`config.mk`:
```
export PLATFORM = sky130hd
export DESIGN_NAME = cmd_router
export DESIGN_NICKNAME = d
export VERILOG_FILES = /design/src/rtl/cmd_router.sv
export SDC_FILE = /design/constraint.sdc
export NUM_CORES = 1
export LEC_CHECK = 0
export CORE_AREA = 4 4 59 75
export CTS_BUF_LIST = sky130_fd_sc_hd__clkbuf_2
export CTS_CLUSTER_DIAMETER = 120
export DETAILED_ROUTE_END_ITERATION = 10
export DIE_AREA = 0 0 63 79
export PLACE_DENSITY = 0.75
export SETUP_SLACK_MARGIN = 0.3
export SYNTH_ARGS = -nofsm -noshare
export SYNTH_HDL_FRONTEND = slang
export SYNTH_SLANG_ARGS = --single-unit
export TNS_END_PERCENT = 30
```
`constraint.sdc`:
```
create_clock -name clk -period 1.8 [get_ports clk]
set_clock_uncertainty 0.1 [all_clocks]
set_input_delay 0.18 -clock clk [delete_from_list [all_inputs] [get_ports clk]]
set_output_delay 0.18 -clock clk [all_outputs]
set_load 0.05 [all_outputs]
```
`src/rtl/cmd_router.sv`:
```
// cmd_router: splits an upstream byte stream of header+payload packets to targets
// and merges target response packets downstream with round-robin arbitration.
//   clk, reset            rising-edge clock, synchronous active-high reset
//   cmd_valid/data/next   upstream byte stream; cmd_next pops the current byte
//   tgt_cmd_valid/next    per-target command handshake; tgt_cmd_data is shared
//   tgt_rsp_valid/data/last/ready  per-target response streams (data packed 8 bits each)
//   rsp_ready/valid/data  downstream response byte stream
//   err_count             saturating count of dropped command packets
module cmd_router #(
    parameter int Targets = 2
) (
    input  logic                 clk,
    input  logic                 reset,
    input  logic                 cmd_valid,
    input  logic [7:0]           cmd_data,
    output logic                 cmd_next,
    output logic [Targets-1:0]   tgt_cmd_valid,
    output logic [7:0]           tgt_cmd_data,
    input  logic [Targets-1:0]   tgt_cmd_next,
    input  logic [Targets-1:0]   tgt_rsp_valid,
    input  logic [8*Targets-1:0] tgt_rsp_data,
    input  logic [Targets-1:0]   tgt_rsp_last,
    output logic [Targets-1:0]   tgt_rsp_ready,
    input  logic                 rsp_ready,
    output logic                 rsp_valid,
    output logic [7:0]           rsp_data,
    output logic [7:0]           err_count
);
    typedef enum logic [1:0] {HDR, PAY, DROP} cmd_state_e;
    typedef enum logic {IDLE, LOCK} arb_state_e;

    cmd_state_e cmd_state_q;
    arb_state_e arb_state_q;
    logic [1:0] tgt_q;
    logic [5:0] rem_q;
    logic [7:0] err_q;
    logic [1:0] grant_q;
    logic [1:0] last_grant_q;
    logic       sel_next;
    logic       grant_valid;
    logic       grant_last;
    logic [7:0] grant_data;
    logic       pick_valid;
    logic [1:0] pick;

    assign tgt_cmd_data = cmd_data;
    assign err_count    = err_q;

    // Select the signals of the addressed target and of the granted target.
    always_comb begin
        sel_next    = 1'b0;
        grant_valid = 1'b0;
        grant_last  = 1'b0;
        grant_data  = 8'h00;
        for (int i = 0; i < Targets; i++) begin
            if (tgt_q == 2'(i)) sel_next = tgt_cmd_next[i];
            if (grant_q == 2'(i)) begin
                grant_valid = tgt_rsp_valid[i];
                grant_last  = tgt_rsp_last[i];
                grant_data  = tgt_rsp_data[8*i +: 8];
            end
        end
    end

    // Round-robin search: descending k so the nearest candidate after last_grant wins.
    always_comb begin
        pick_valid = 1'b0;
        pick       = 2'd0;
        for (int k = Targets; k >= 1; k--) begin
            for (int j = 0; j < Targets; j++) begin
                if (tgt_rsp_valid[j] && j == (int'(last_grant_q) + k) % Targets) begin
                    pick_valid = 1'b1;
                    pick       = 2'(j);
                end
            end
        end
    end

    // Handshake outputs are all held low during reset.
    always_comb begin
        cmd_next      = 1'b0;
        tgt_cmd_valid = '0;
        tgt_rsp_ready = '0;
        rsp_valid     = !reset && arb_state_q == LOCK && grant_valid && rsp_ready;
        rsp_data      = grant_data;
        if (!reset) begin
            cmd_next = (cmd_state_q == PAY) ? cmd_valid & sel_next : cmd_valid;
            for (int i = 0; i < Targets; i++) begin
                if (cmd_state_q == PAY && tgt_q == 2'(i)) tgt_cmd_valid[i] = cmd_valid;
                if (arb_state_q == LOCK && grant_q == 2'(i)) tgt_rsp_ready[i] = rsp_ready;
            end
        end
    end

    always_ff @(posedge clk) begin
        if (reset) begin
            cmd_state_q <= HDR;
            tgt_q       <= 2'd0;
            rem_q       <= 6'd0;
            err_q       <= 8'd0;
        end else if (cmd_state_q == HDR) begin
            if (cmd_valid) begin
                tgt_q       <= cmd_data[7:6];
                rem_q       <= cmd_data[5:0];
                cmd_state_q <= (int'(cmd_data[7:6]) < Targets) ? PAY : DROP;
            end
        end else if (cmd_next) begin
            if (rem_q == 6'd0) begin
                cmd_state_q <= HDR;
                if (cmd_state_q == DROP && err_q != 8'hFF) err_q <= err_q + 8'd1;
            end else begin
                rem_q <= rem_q - 6'd1;
            end
        end
    end

    always_ff @(posedge clk) begin
        if (reset) begin
            arb_state_q  <= IDLE;
            grant_q      <= 2'd0;
            last_grant_q <= 2'(Targets - 1);
        end else if (arb_state_q == IDLE) begin
            if (pick_valid) begin
                grant_q     <= pick;
                arb_state_q <= LOCK;
            end
        end else if (rsp_valid && grant_last) begin
            last_grant_q <= grant_q;
            arb_state_q  <= IDLE;
        end
    end
endmodule

```
==> reports/results.txt, run 1 <==
Die Footprint = 4980 µm²
Vias = 1650
Cell area after synthesis = 1370 µm²
Drt initial violations = 51
RSZ-0062 raised after global routing = true
Mean Syn Cell Area = 8.25 µm²
CORE AREA = 3720 µm²
Worst Setup End Kind = flip-flop
Worst Path Max Fanout = 5
Std cell rows = 25
Reg2reg start = rem_q[0]$_SDFFE_PP0P_
Num ports = 64
# nets final = 290
Slowest stage cell, crit path = o311ai_0
Hold slack = 0.253 ns
Fin Setup TNS = 0 ns
Hold Startpoint = reset
Hold/Removal Path Class = in2reg
Most common cell in the netlist = dfxtp_1
Starting Density = 36.8%
First-pass GRT wire length = 6960 µm
Grt total ovfl = 0
Pwr Total = 0.00144 W
Primary FF master, synth = dfxtp_1
Total Wirelength = 4580 µm
Total track usage = 16.7%
Final setup fails = 0
Hold path depth = 3
Yosys top cell area share = 30.7%
Vias in the first global route = 1650
Worst Path Buf+Inv = 1
Kind of critical path = reg2reg
Final worst path period need = 1.77 ns
CTS clk-pin slew, worst paths = 0.21 ns
Syn nets = 203
Post-CTS Hold Buffers = 0
Area grow syn2layout = 92.7%
Initial antenna violation count = 0
Chip height = 79 µm
FF+latch count, synth = 21
Worst Reg2Reg Path Length in Cells = 6
Main area contributors after synthesis = dfxtp_1 (31%), mux2_2 (7.4%), a21oi_1 (5.5%), buf_4 (4.4%), nor2_1 (3.8%)
Input/output buffers = 63
Outcome = finished, final reports clean
Peak supply drop = 0.302 mV
Slew HR = 67.5%
Post-Synthesis Cells = 166
DR vias/cell = 5.65
Routability cong. = 0.776
Ys async rst share = 0%
Largest net degree at the start of global routing = 16
Placed cells = 271
Sequential share of the synthesized area = 30.7%
Total of max-cap violations = 0
Die W = 63 µm
Number of synthesized flops with an enable pin = 0
Cell taking the most area after synthesis = dfxtp_1
Pwr dens = 548 nW/µm²
Final hold vios = 0
Layout cells sized above 1 = 51.2%
RR Endpoint = rem_q[3]$_SDFFE_PP0P_
Reg2reg setup slack = 0.03 ns
First-pass DRT Iterations = 5
H-Tree Depth = 1
Worst path required time = 1.91 ns
Max stage delay on crit path = 0.42 ns
Longest Clk Path Bufs = 2
Clock Sinks = 21
Achievable Freq = 566 MHz
Antenna Cells = 0
Final std cells w/o fill = 292
DR WL/cell = 15.7 µm
HPWL after DPL = 3100 µm
Top cells by count, synth = dfxtp_1 (21), a21oi_1 (15), nor2_1 (14)
Clk Tree Root Cell = clkbuf_2
Number of routed nets with antenna violations = 0
CTS tree = built
Startpoint type of the worst setup path = flip-flop
WP data arrival = 1.87 ns
Clk_lat worst skew = 0.33 ns
Hold Crit Endpoint = rem_q[5]$_SDFFE_PP0P_
DRC Markers = 0
Worst-margin pin slew = 0.489 ns
Yosys warns = 0
Post-route clock period utilization = 98.1%
Crit-path cells = inv_2 -> ha_4 -> nor2b_4 -> and3_2 -> o311ai_0 -> o31ai_1
P_leak = 1.04 nW
Unique masters post-synth = 48
Cts bufs inserted = 3
Slew Limit Fails = 0
Family with the most delay on the worst path = compound AO/OA/AOI/OAI gates
==> cells in the final DEF (no fill, tap or decap), types with 3 or more instances in the layout <==
cell type | Yosys | layout
buf_4 | 8 | 39
clkdlybuf4s50_1 | 0 | 31
buf_12 | 0 | 14
dfxtp_2 | 0 | 12
a21oi_1 | 15 | 11
nand2_1 | 11 | 10
nor2_1 | 14 | 10
nand3_1 | 10 | 9
o21ai_0 | 6 | 6
mux2_4 | 0 | 5
inv_1 | 7 | 5
dfxtp_1 | 21 | 5
buf_6 | 1 | 5
mux2_2 | 9 | 4
a21oi_2 | 0 | 4
o31ai_1 | 4 | 4
clkbuf_2 | 0 | 4
dfxtp_4 | 0 | 4
buf_8 | 0 | 4
nor2_2 | 0 | 3
nor3_1 | 3 | 3
dlygate4sd2_1 | 0 | 3
==> metrics by stage <==
stage          area, µm²  util, %  setup slack (ns)
2_1_floorplan       1460        -             0.139
3_3_place_gp        2270     61.0            -0.180
3_5_place_dp        2270     61.0            -0.220
4_1_cts             2500     67.2            0.0622
5_1_grt             2640     70.9           0.00624
6_report            2640     70.9            0.0339
==> how the worst max path moves through the flow <==
stage / startpoint / cells after the start / end / slack (ns)
6_report: rem_q[0]$_SDFFE_PP0P_ / 6 / rem_q[3]$_SDFFE_PP0P_ / 0.03
5_1_grt: rem_q[0]$_SDFFE_PP0P_ / 6 / err_count[7]$_SDFFE_PP0P_ / 0.006
4_1_cts: rem_q[0]$_SDFFE_PP0P_ / 6 / err_count[7]$_SDFFE_PP0P_ / 0.06
3_5_place_dp: reset / 6 / err_count[0]$_SDFFE_PP0P_ / -0.22
3_3_place_gp: reset / 5 / err_count[5]$_SDFFE_PP0P_ / -0.18
2_1_floorplan: err_count[1]$_SDFFE_PP0P_ / 6 / err_count[5]$_SDFFE_PP0P_ / 0.14
==> kinds of logic (layout without fill, tap and decap cells) <==
logic type	after synthesis	count (layout)	share of synthesized area, %
compound gates	41	41	20.2
xor+xnor	1	1	0.640
fa+ha+maj	3	3	2.74
buf+inv	23	108	9.23
flops	21	21	30.7
mux	13	13	10.4
simple gates	64	65	26.1
==> worst register-to-register path: stages, from the launching register on <==
cell      delay (ns)
dfxtp_2         0.38
inv_2           0.06
ha_4            0.15
nor2b_4         0.14
and3_2          0.27
o311ai_0        0.42
o31ai_1         0.13
==> repair_timing <==
item                       CTS  global route
cloned                       1             0
gates resized for setup     41            22
hold endpoints to repair     0             0
setup endpoints to repair   34            33
pin swaps                    6             3
buffers inserted            11             5
==> power breakdown <==
group	internal [W]	leakage, nW	switching (W)
combinational	0.000356	0.844	0.000353
clock	0.0000588	0.0166	0.000144
sequential	0.000495	0.180	0.0000372
total	0.000910	1.04	0.000535
==> metal layers <==
metal	up-vias	global-route usage [%]	wire length (µm)
met4	0	4.42	28
met2	51	31.8	2590
met3	4	2.83	197
met5	-	0	0
met1	807	18.9	1770
li1	788	-	-
==> state kept, by name (all words and copies together), names as in the netlist <==
name	count
arb_state_q	1
tgt_q	2
cmd_state_q	2
grant_q	1
last_grant_q	1
rem_q	6
err_count	8
==> area by class of cell <==
type	instances	area, µm²
inverters	7	26.3
flip-flops and latches	21	450
multi-input cells	123	1050
well taps	40	50.0
fillers	284	1080
clock buffers	4	20.0
repair buffers	97	1040
(Power assumes the default switching activity.)
==> run 2: changes to the inputs <==
- GPL_TIMING_DRIVEN: default -> 0
- SKIP_CTS_REPAIR_TIMING: default -> 1
==> reports/results.txt, run 2 (same netlist as run 1, synthesis figures left out) <==
Final std cells w/o fill = 275
Vias in the first global route = 1420
HPWL after DPL = 2920 µm
Die W = 63 µm
Hold Crit Endpoint = last_grant_q[0]$_SDFFE_PP1P_
Num ports = 64
Reg2reg start = cmd_state_q[1]$_SDFFE_PP0P_
Area grow syn2layout = 74.3%
Kind of critical path = reg2reg
RR Endpoint = err_count[1]$_SDFFE_PP0P_
P_leak = 0.974 nW
Worst Reg2Reg Path Length in Cells = 6
Largest net degree at the start of global routing = 12
Number of routed nets with antenna violations = 0
Std cell rows = 25
Total Wirelength = 3980 µm
Commonest non-fill, non-tap cell in the layout = clkdlybuf4s50_1
Startpoint type of the worst setup path = flip-flop
CORE AREA = 3720 µm²
Worst-margin pin slew = 0.520 ns
Vias = 1481
Worst Path Max Fanout = 10
Peak supply drop = 0.266 mV
Setup ws final = 0.0814 ns
Input/output buffers = 62
Most frequent cells in the layout = clkdlybuf4s50_1 (31), buf_4 (17), a21oi_1 (12)
Initial antenna violation count = 0
Worst path required time = 1.96 ns
Reg2reg setup slack = 0.08 ns
Final hold vios = 0
Outcome = finished, final reports clean
Antenna Cells = 0
Hold path depth = 3
DR WL/cell = 14.5 µm
Pwr dens = 559 nW/µm²
# nets final = 273
DR vias/cell = 5.39
CTS tree = built
Clock Sinks = 21
Die Footprint = 4980 µm²
Dpl ws = -0.595 ns
Post-route clock period utilization = 95.5%
Starting Density = 36.8%
First-pass DRT Iterations = 4
WP data arrival = 1.88 ns
Slew Limit Fails = 0
Drt initial violations = 45
Clk Tree Root Cell = clkbuf_2
Achievable Freq = 582 MHz
Routability cong. = 0.819
Max FFs per register = 8
Total of max-cap violations = 0
Hold/Removal Path Class = in2reg
Longest Clk Path Bufs = 2
Final setup fails = 0
Chip height = 79 µm
Cts bufs inserted = 3
H-Tree Depth = 1
Placed cells = 268
Layout cells sized above 1 = 43.4%
First-pass GRT wire length = 6110 µm
Hold Startpoint = reset
Grt total ovfl = 0
CTS clk-pin slew, worst paths = 0.19 ns
DRC Markers = 0
Clk_lat worst skew = 0.32 ns
Slew HR = 65.3%
RSZ-0062 raised after global routing = true
Worst Setup End Kind = flip-flop
Total track usage = 14.8%
Final worst path period need = 1.72 ns
-- run 2: routing by layer --
metal / GRT usage, % / wire length, µm / vias to the layer above
li1: - / - / 745
met1: 16.3 / 1520 / 693
met2: 28.4 / 2160 / 40
met3: 3.82 / 262 / 3
met4: 2.65 / 27 / 0
met5: 0 / 0 / -
-- run 2: through the flow --
stage	power, W	hold slack [ns]	util (%)	TNS [ns]	area [µm²]
2_1_floorplan	0.000877	0.227	-	0	1460
3_3_place_gp	0.00105	0.339	57.2	-8.76	2130
3_5_place_dp	0.00106	0.339	57.2	-9.18	2130
4_1_cts	0.00126	-0.0369	57.8	-10.30	2150
5_1_grt	0.00141	0.0560	64.1	-0.00913	2390
6_report	0.00133	0.0703	64.1	0	2390
-- run 2: worst max-delay path by stage --
| stage | startpoint | to | slack, ns | depth (start not counted) |
|---|---|---|---|---|
| 6_report | cmd_state_q[1]$_SDFFE_PP0P_ | err_count[1]$_SDFFE_PP0P_ | 0.08 | 6 |
| 5_1_grt | cmd_state_q[0]$_SDFFE_PP0P_ | err_count[1]$_SDFFE_PP0P_ | -0.005 | 6 |
| 4_1_cts | grant_q[0]$_SDFFE_PP0P_ | rsp_data[7] | -0.83 | 3 |
| 3_5_place_dp | cmd_valid | tgt_cmd_valid[1] | -0.60 | 4 |
| 3_3_place_gp | cmd_valid | tgt_cmd_valid[1] | -0.58 | 4 |
| 2_1_floorplan | err_count[1]$_SDFFE_PP0P_ | err_count[5]$_SDFFE_PP0P_ | 0.14 | 6 |
-- run 2: worst max-delay path, stage by stage (launching register included) --
cell     delay [ns]
dfxtp_4        0.42
or2_0          0.11
buf_2          0.18
nand4_4        0.17
buf_6          0.19
or3b_1         0.36
a21oi_2        0.13
-- run 2: cell type report --
cell class | count | area (µm²)
sequential | 21 | 457
inverter | 7 | 26.3
fill | 322 | 1340
buffer | 16 | 125
multi-input combinational | 122 | 1020
clock buffer | 4 | 20.0
tap | 40 | 50.0
timing repair buffer | 65 | 687
-- run 2: report_power, final --
part	total (W)	leakage (nW)	internal [W]	switching (W)
combinational	0.000594	0.777	0.000284	0.000310
clock	0.000202	0.0166	0.0000588	0.000143
sequential	0.000537	0.180	0.000494	0.0000422
==> run 3: changes to the inputs <==
- SKIP_LAST_GASP: default -> 1
==> reports/results.txt, run 3 (same netlist as run 1, synthesis figures left out) <==
Outcome = complete, but fails checks
Failing checks = negative setup slack
Worst-margin pin slew = 0.527 ns
Final hold vios = 0
RSZ-0062 raised after global routing = true
Number of routed nets with antenna violations = 0
P_leak = 0.970 nW
Commonest non-fill, non-tap cell in the layout = clkdlybuf4s50_1
Total Wirelength = 3820 µm
CORE AREA = 3720 µm²
Std cell rows = 25
# nets final = 273
Post-Place Cell Area = 2130 µm²
CTS clk-pin slew, worst paths = 0.20 ns
Largest net degree at the start of global routing = 12
Max FFs per register = 8
Longest Clk Path Bufs = 2
Grt total ovfl = 0
Hold Crit Endpoint = last_grant_q[0]$_SDFFE_PP1P_
Peak supply drop = 0.265 mV
Hold Startpoint = reset
Antenna Cells = 0
Chip height = 79 µm
Util after Layout = 62.1%
Vias in the first global route = 1420
Slew Limit Fails = 0
Vias = 1484
Multi-input gate area = 932 µm²
Slew HR = 64.8%
Achievable Freq = 541 MHz
Reg2reg start = rem_q[3]$_SDFFE_PP0P_
HPWL after DPL = 2920 µm
Clock Sinks = 21
Kind of critical path = in2out
First-pass GRT wire length = 6110 µm
Layout cells sized above 1 = 31.5%
Area grow syn2layout = 68.9%
Die Footprint = 4980 µm²
First-pass DRT Iterations = 4
DRC Markers = 0
Worst Setup End Kind = output pin
DR vias/cell = 5.40
Clk Tree Root Cell = clkbuf_2
Starting Density = 36.8%
Setup ws final = -0.0470 ns
Worst Reg2Reg Path Length in Cells = 5
Final worst path period need = 1.85 ns
Pwr Total = 0.00130 W
WP data arrival = 1.57 ns
Input/output buffers = 62
Reg2reg setup slack = 0.03 ns
Num ports = 64
Drt initial violations = 45
Hold path depth = 3
Final-layout fill cell count = 326
Worst path required time = 1.52 ns
Fin area = 2310 µm²
Most frequent cells in the layout = clkdlybuf4s50_1 (41), a21oi_1 (14), nor2_1 (13)
Worst Path Max Fanout = 2
Startpoint type of the worst setup path = input pin
Final setup fails = 9
Dpl ws = -0.595 ns
Total of max-cap violations = 0
Routability cong. = 0.819
CTS tree = built
H-Tree Depth = 1
Reg area = 449 µm²
DR WL/cell = 13.9 µm
RR Endpoint = err_count[7]$_SDFFE_PP0P_
Initial antenna violation count = 0
Pwr dens = 561 nW/µm²
Hold/Removal Path Class = in2reg
Post-route clock period utilization = 103%
Cts bufs inserted = 3
Clk_lat worst skew = 0.32 ns
Total track usage = 14.8%
Die W = 63 µm
## run 3: worst max path at each step
stage | endpoint | startpoint | cells past startpoint
after CTS | rsp_data[7] | grant_q[0]$_SDFFE_PP0P_ | 3
after detailed placement | tgt_cmd_valid[1] | cmd_valid | 4
after global routing | tgt_cmd_data[1] | cmd_data[1] | 3
after floorplan | err_count[5]$_SDFFE_PP0P_ | err_count[1]$_SDFFE_PP0P_ | 6
after global placement | tgt_cmd_valid[1] | cmd_valid | 4
final | tgt_cmd_data[4] | cmd_data[4] | 3
## run 3: through the flow
step	hold slack, ns	std cells	setup TNS (ns)
4_1_cts	-0.0369	272	-10.30
2_1_floorplan	0.227	166	0
3_3_place_gp	0.339	268	-8.76
5_1_grt	0.0422	275	-1.12
3_5_place_dp	0.339	268	-9.18
6_report	0.0610	275	-0.240
## run 3: power by group
| part | total [W] | internal (W) | leakage [nW] | switching [W] |
|---|---|---|---|---|
| combinational | 0.000561 | 0.000268 | 0.775 | 0.000293 |
| clock | 0.000203 | 0.0000588 | 0.0166 | 0.000144 |
| sequential | 0.000533 | 0.000494 | 0.179 | 0.0000392 |
| total | 0.00130 | 0.000821 | 0.970 | 0.000476 |
## run 3: worst max-delay path, stage by stage
cell             delay, ns
clkdlybuf4s50_1       0.49
buf_4                 0.11
clkdlybuf4s50_1       0.79
## run 3: cell type report
| type | count | area share, % |
|---|---|---|
| well taps | 40 | 2.16 |
| repair buffers | 65 | 30.8 |
| clock buffers | 4 | 0.866 |
| flip-flops and latches | 21 | 19.4 |
| multi-input cells | 122 | 40.3 |
| inverters | 7 | 1.14 |
| plain buffers | 16 | 5.30 |
## run 3: metal layers
layer  track usage (%)  wire (µm)
met2              28.4       2020
met3              3.82        241
met1              16.3       1540
met5                 0          0
met4              2.65          9
